==> src/rtl/led_pattern_gen.sv <==
// led_pattern_gen: divider-stepped LED pattern generator with a debounced, active-low mode button.
// Define LED_PATTERN_GEN_PWM_EN to gate the LEDs with an 8-bit global brightness PWM.
module led_pattern_gen #(
    parameter int N_LEDS          = 17,
    parameter int CLK_HZ          = 25_000_000,
    parameter int STEP_HZ         = 16,
    parameter int DEBOUNCE_CYCLES = 250_000
) (
    input  logic              clk_i,
    input  logic              rst_ni,
    input  logic              btn_i,
    input  logic              en_i,
    input  logic [7:0]        brightness_i,
    output logic [N_LEDS-1:0] led_o,
    output logic [1:0]        mode_o,
    output logic              step_o
);
    localparam int DIV = CLK_HZ / STEP_HZ;
    localparam int CW  = $clog2(DIV);
    localparam int DW  = $clog2(DEBOUNCE_CYCLES + 1);

    typedef enum logic [1:0] {CHASE_L, CHASE_R, BOUNCE, COUNT} mode_t;

    mode_t             mode, mode_nxt;
    logic [CW-1:0]     cnt;
    logic [DW-1:0]     dcnt;
    logic              sync1, sync2, stable, dir, dir_nxt;
    logic              tick, accept, press, empty;
    logic [N_LEDS-1:0] pattern, pat_nxt, shifted;

    function automatic logic [N_LEDS-1:0] init_of(mode_t m);
        return m == CHASE_R ? {1'b1, {(N_LEDS-1){1'b0}}} : m == COUNT ? {N_LEDS{1'b0}} : N_LEDS'(1);
    endfunction

    assign tick     = cnt == CW'(DIV - 1) && en_i;
    assign accept   = sync2 != stable && dcnt == DW'(DEBOUNCE_CYCLES - 1);
    assign press    = accept && !sync2;
    assign empty    = pattern == '0 && mode != COUNT;
    assign mode_nxt = press ? mode_t'(mode + 2'd1) : mode;
    assign mode_o   = mode;

    // dir: 0 = shifting up (left), 1 = shifting down (right)
    always_comb begin
        shifted = mode == CHASE_L ? {pattern[N_LEDS-2:0], pattern[N_LEDS-1]}
                : mode == CHASE_R ? {pattern[0], pattern[N_LEDS-1:1]}
                : mode == COUNT   ? pattern + N_LEDS'(1)
                : dir             ? pattern >> 1 : pattern << 1;
        pat_nxt = press || empty ? init_of(mode_nxt) : tick ? shifted : pattern;
        dir_nxt = press || empty ? 1'b0
                : !tick || mode != BOUNCE ? dir
                : shifted[N_LEDS-1] ? 1'b1 : shifted[0] ? 1'b0 : dir;
    end

    always_ff @(posedge clk_i or negedge rst_ni) begin
        if (!rst_ni) begin
            {sync2, sync1} <= 2'b11;
            stable         <= 1'b1;
            dcnt           <= '0;
            cnt            <= '0;
            mode           <= CHASE_L;
            pattern        <= N_LEDS'(1);
            dir            <= 1'b0;
            step_o         <= 1'b0;
        end else begin
            {sync2, sync1} <= {sync1, btn_i};
            dcnt           <= sync2 == stable || accept ? '0 : dcnt + DW'(1);
            if (accept) stable <= sync2;
            cnt            <= press || tick ? '0 : en_i ? cnt + CW'(1) : cnt;
            mode           <= mode_nxt;
            pattern        <= pat_nxt;
            dir            <= dir_nxt;
            step_o         <= tick && !press && !empty;
        end
    end

`ifdef LED_PATTERN_GEN_PWM_EN
    logic [7:0]        pwm_cnt;
    logic [N_LEDS-1:0] led_q;
    logic              gate;
    assign gate  = pwm_cnt < brightness_i || brightness_i == 8'hFF;
    assign led_o = led_q;
    // Gate the next pattern so the LED register adds no latency over the pattern register
    always_ff @(posedge clk_i or negedge rst_ni) begin
        if (!rst_ni) begin
            pwm_cnt <= '0;
            led_q   <= N_LEDS'(1);
        end else begin
            pwm_cnt <= pwm_cnt + 8'd1;
            led_q   <= pat_nxt & {N_LEDS{gate}};
        end
    end
`else
    logic unused_brightness;
    assign unused_brightness = ^brightness_i;
    assign led_o = pattern;
`endif
endmodule

==> config.mk <==
export PLATFORM = sky130hd
export DESIGN_NAME = led_pattern_gen
export DESIGN_NICKNAME = d
export VERILOG_FILES = /design/src/rtl/led_pattern_gen.sv
export SDC_FILE = /design/constraint.sdc
export NUM_CORES = 1
export LEC_CHECK = 0
export ABC_AREA = 1
export BUFFER_PORTS_ARGS = -buffer_cell sky130_fd_sc_hd__buf_2
export CAP_MARGIN = 20
export CELL_PAD_IN_SITES_DETAIL_PLACEMENT = 0
export CELL_PAD_IN_SITES_GLOBAL_PLACEMENT = 1
export CORE_UTILIZATION = 40
export CTS_BUF_LIST = sky130_fd_sc_hd__clkbuf_4 sky130_fd_sc_hd__clkbuf_8
export CTS_CLUSTER_SIZE = 24
export DETAILED_ROUTE_END_ITERATION = 12
export PLACE_DENSITY_LB_ADDON = 0.1
export SLEW_MARGIN = 20
export SYNTH_ARGS = -nofsm -noshare
export SYNTH_HDL_FRONTEND = slang
export SYNTH_SLANG_ARGS = --single-unit
==> constraint.sdc <==
create_clock -name clk_i -period 1.7 [get_ports clk_i]
set_input_delay 0.17 -clock clk_i [delete_from_list [all_inputs] [get_ports clk_i]]
set_output_delay 0.17 -clock clk_i [all_outputs]
set_load 0.05 [all_outputs]
==> results.yml <==
placement:
  dpl.cell_count: 881
  gp_congestion: 0.8909
  hpwl_um: 10220
  port_buffers: 23
  dpl_worst_slack_ps: -128.0
  dpl_cell_area_um2: 5507
pwr:
  peakVddDrop_v: 0.0004200
  p_leak_nw: 2.885
  power.density_nw_per_um2: 570.3
worst_setup_path:
  critPathKind: "flop to flop"
  cpMaxStageDelayCell: "dfstp_4"
  cpMostUsedCell: "nand2_1"
  arrival_ps: 2080
  cp_slowest_stage_delay_ps: 670
  cp-start-kind: "flop"
  worstPathMaxFanout: 6
  worstPathRequired_ps: 2000
  crit_path_end_kind: "flop"
  critPathTopFamily: "flip-flops"
  cp_cell_sequence: "inv_4 > ha_4 > nand3_2 > nor3_2 > nand2_1 > nand2_4 > nor2_4 > buf_6 > nand3_1 > nand2_1"
  crit_buf_inv: 2
drt:
  vias: 4812
  drc_errors: 0
  finalWirelength_um: 13940
  wire_per_inst_um: 15.22
  ant_nets: 0
  viasPerCell: 5.253
  drt_pass1_iterations: 4
  first_iter_violations: 217
floorplan:
  die_area_um2: 11810
  chipWidth_um: 108.7
  pin_count: 32
  die_h_um: 108.7
  initial_utilization_pct: 41.43
  core_um2: 10980
  rows: 38
clocking:
  cts_tree: "done"
  ctsLongestPathBuffers: 2
  clkTransAtPathRegs_ps: 80
  numCtsBuffers: 9
  cts_root_buf: "clkbuf_8"
  cts_num_sinks: 63
  clock_latency_ps: 370
  htreeDepth: 3
synthesis:
  ys_types: 50
  yosys_warnings: 0
  async_flop_share_pct: 100.0
  yosysSeqAreaShare_pct: 34.75
  synth-seq-cells: 63
  ys.flop_type: "dfrtp_1"
  synth-edff-count: 0
  syn_avg_cell_area_um2: 7.088
  synth_top_area_share_pct: 32.44
  synth.net_count: 662
  yosys.area.top_type: "dfrtp_1"
  synth_area_leaders: "dfrtp_1 (32%), nand2_1 (12%), nor2_1 (6.1%)"
  synthesis.area_um2: 4551
  syn_inst: 642
grt:
  overflow: 0
  grt_pass1_wl_um: 23050
  grt_max_degree: 64
  grt_antenna_before_repair: 0
  grt_pass1_vias: 4798
  grtUsageTotal_pct: 25.44
finish:
  drive_gt1_share_pct: 34.28
  final_cell_mix: "nand2_1 (135), buf_4 (100), inv_1 (68)"
  layout.cells.non_filler: 916
  diodes: 0
  syn_to_final_growth_pct: 36.05
  fin_util_pct: 56.37
  nets: 791
  postLayoutCellArea_um2: 6191
  final_common_cell: "nand2_1"
sta:
  max_freq_ghz: 0.5624
  hold_ws_ps: 298.5
  slew_violations: 0
  final.period_utilization_pct: 104.6
  worst_pin_slew_ps: 483.8
  fin_ws_ps: -78.24
  hold_viol_final: 0
  fin_worst_skew_ps: 12.62
  setup_viol: 35
  period_minus_slack_ps: 1778
  max_slew_margin_pct: 67.45
  rsz0062_at_grt: "yes"
run_status:
  violations: "negative setup slack"
  status: "complete, but fails checks"
hold_path:
  holdCritPathClass: "primary input to flop"
flow_run:
  cap_viol_max_count: 0
timing repair:
action / 4_1_cts / 5_1_grt
buffers inserted: 9 / 8
hold buffers: 2 / 0
endpoints found under the hold margin: 60 / 0
cloned: 0 / 1
pin swaps: 19 / 14
setup endpoints to repair: 45 / 56
gates resized for setup: 42 / 46
registers in the layout, summed over array words and instances (netlist names):
name    cells
cnt        21
sync1       1
dir         1
dcnt       18
step_o      1
led_o      17
stable      1
sync2       1
mode_o      2
per-layer routing:
| layer | track usage (%) | vias up | share of wire [%] |
|---|---|---|---|
| met2 | 42.77 | 107 | 48 |
| li1 | - | 2405 | - |
| met4 | 11.10 | 0 | 2.6 |
| met5 | 0 | - | 0 |
| met1 | 32.13 | 2269 | 45 |
| met3 | 4.184 | 31 | 4.2 |
cell type report:
| cell class | instances | area, µm² |
|---|---|---|
| fillers | 1058 | 4792 |
| multi-input cells | 484 | 2910 |
| flip-flops and latches | 63 | 1602 |
| repair buffers | 132 | 979.7 |
| inverters | 81 | 321.6 |
| well taps | 140 | 175.2 |
| clock buffers | 11 | 145.1 |
| clock inverters | 5 | 57.56 |
report_power, final:
part,switching (mW),internal (mW)
sequential,0.0954,1.58
clock,0.653,0.734
combinational,0.275,0.198
total,1.02,2.51
worst min-delay path, stage by stage:
cell	delay [ps]
buf_2	90
inv_2	50
buf_4	170
nand2_1	70
a21oi_1	60
final timing paths:
kind	startpoint	end	slack, ps	depth (start not counted)
worst max-delay path	led_o[0]$_DFFE_PN1P_	led_o[9]$_DFFE_PN0P_	-80	10
worst min-delay path	en_i	cnt[1]$_DFFE_PN0P_	300	5
worst max register to register	led_o[0]$_DFFE_PN1P_	led_o[9]$_DFFE_PN0P_	-80	10
worst min register to register	sync1$_DFF_PN1_	sync2$_DFF_PN1_	360	0
max in group asynchronous	rst_ni	sync1$_DFF_PN1_	1010	3
min in group asynchronous	rst_ni	led_o[6]$_DFFE_PN0P_	340	3
cell families (layout without fill, tap and decap cells):
| logic type | Yosys count | in the layout | synth area share (%) |
|---|---|---|---|
| simple gates | 362 | 363 | 37.59 |
| buf+inv | 96 | 229 | 8.633 |
| compound gates | 94 | 94 | 13.17 |
| flops | 63 | 63 | 34.75 |
| xor+xnor | 19 | 19 | 3.657 |
| fa+ha+maj | 8 | 8 | 2.200 |
Yosys cell counts, drive strengths merged, types with 3 or more instances:
master and number:
clkbuf 3, o21ai 40, nand3 53, nor3b 5
a31oi 4, a21oi 22, nor3 22, nor4 4
xor2 17, dfstp 4, o31ai 5, dfrtp 59
ha 8, nand2 156, a221oi 4, nand4 33
buf 12, nor2 86, o22ai 9, inv 80
through the flow:
stage                     power (mW)  setup TNS [ps]
after floorplan                1.946          -353.1
after global placement         2.141           -1416
after detailed placement       2.153           -2613
after CTS                      3.572           -1972
after global routing           3.715           -6334
final                          3.531           -1195
Note: power is estimated with default switching activity, not from simulation.
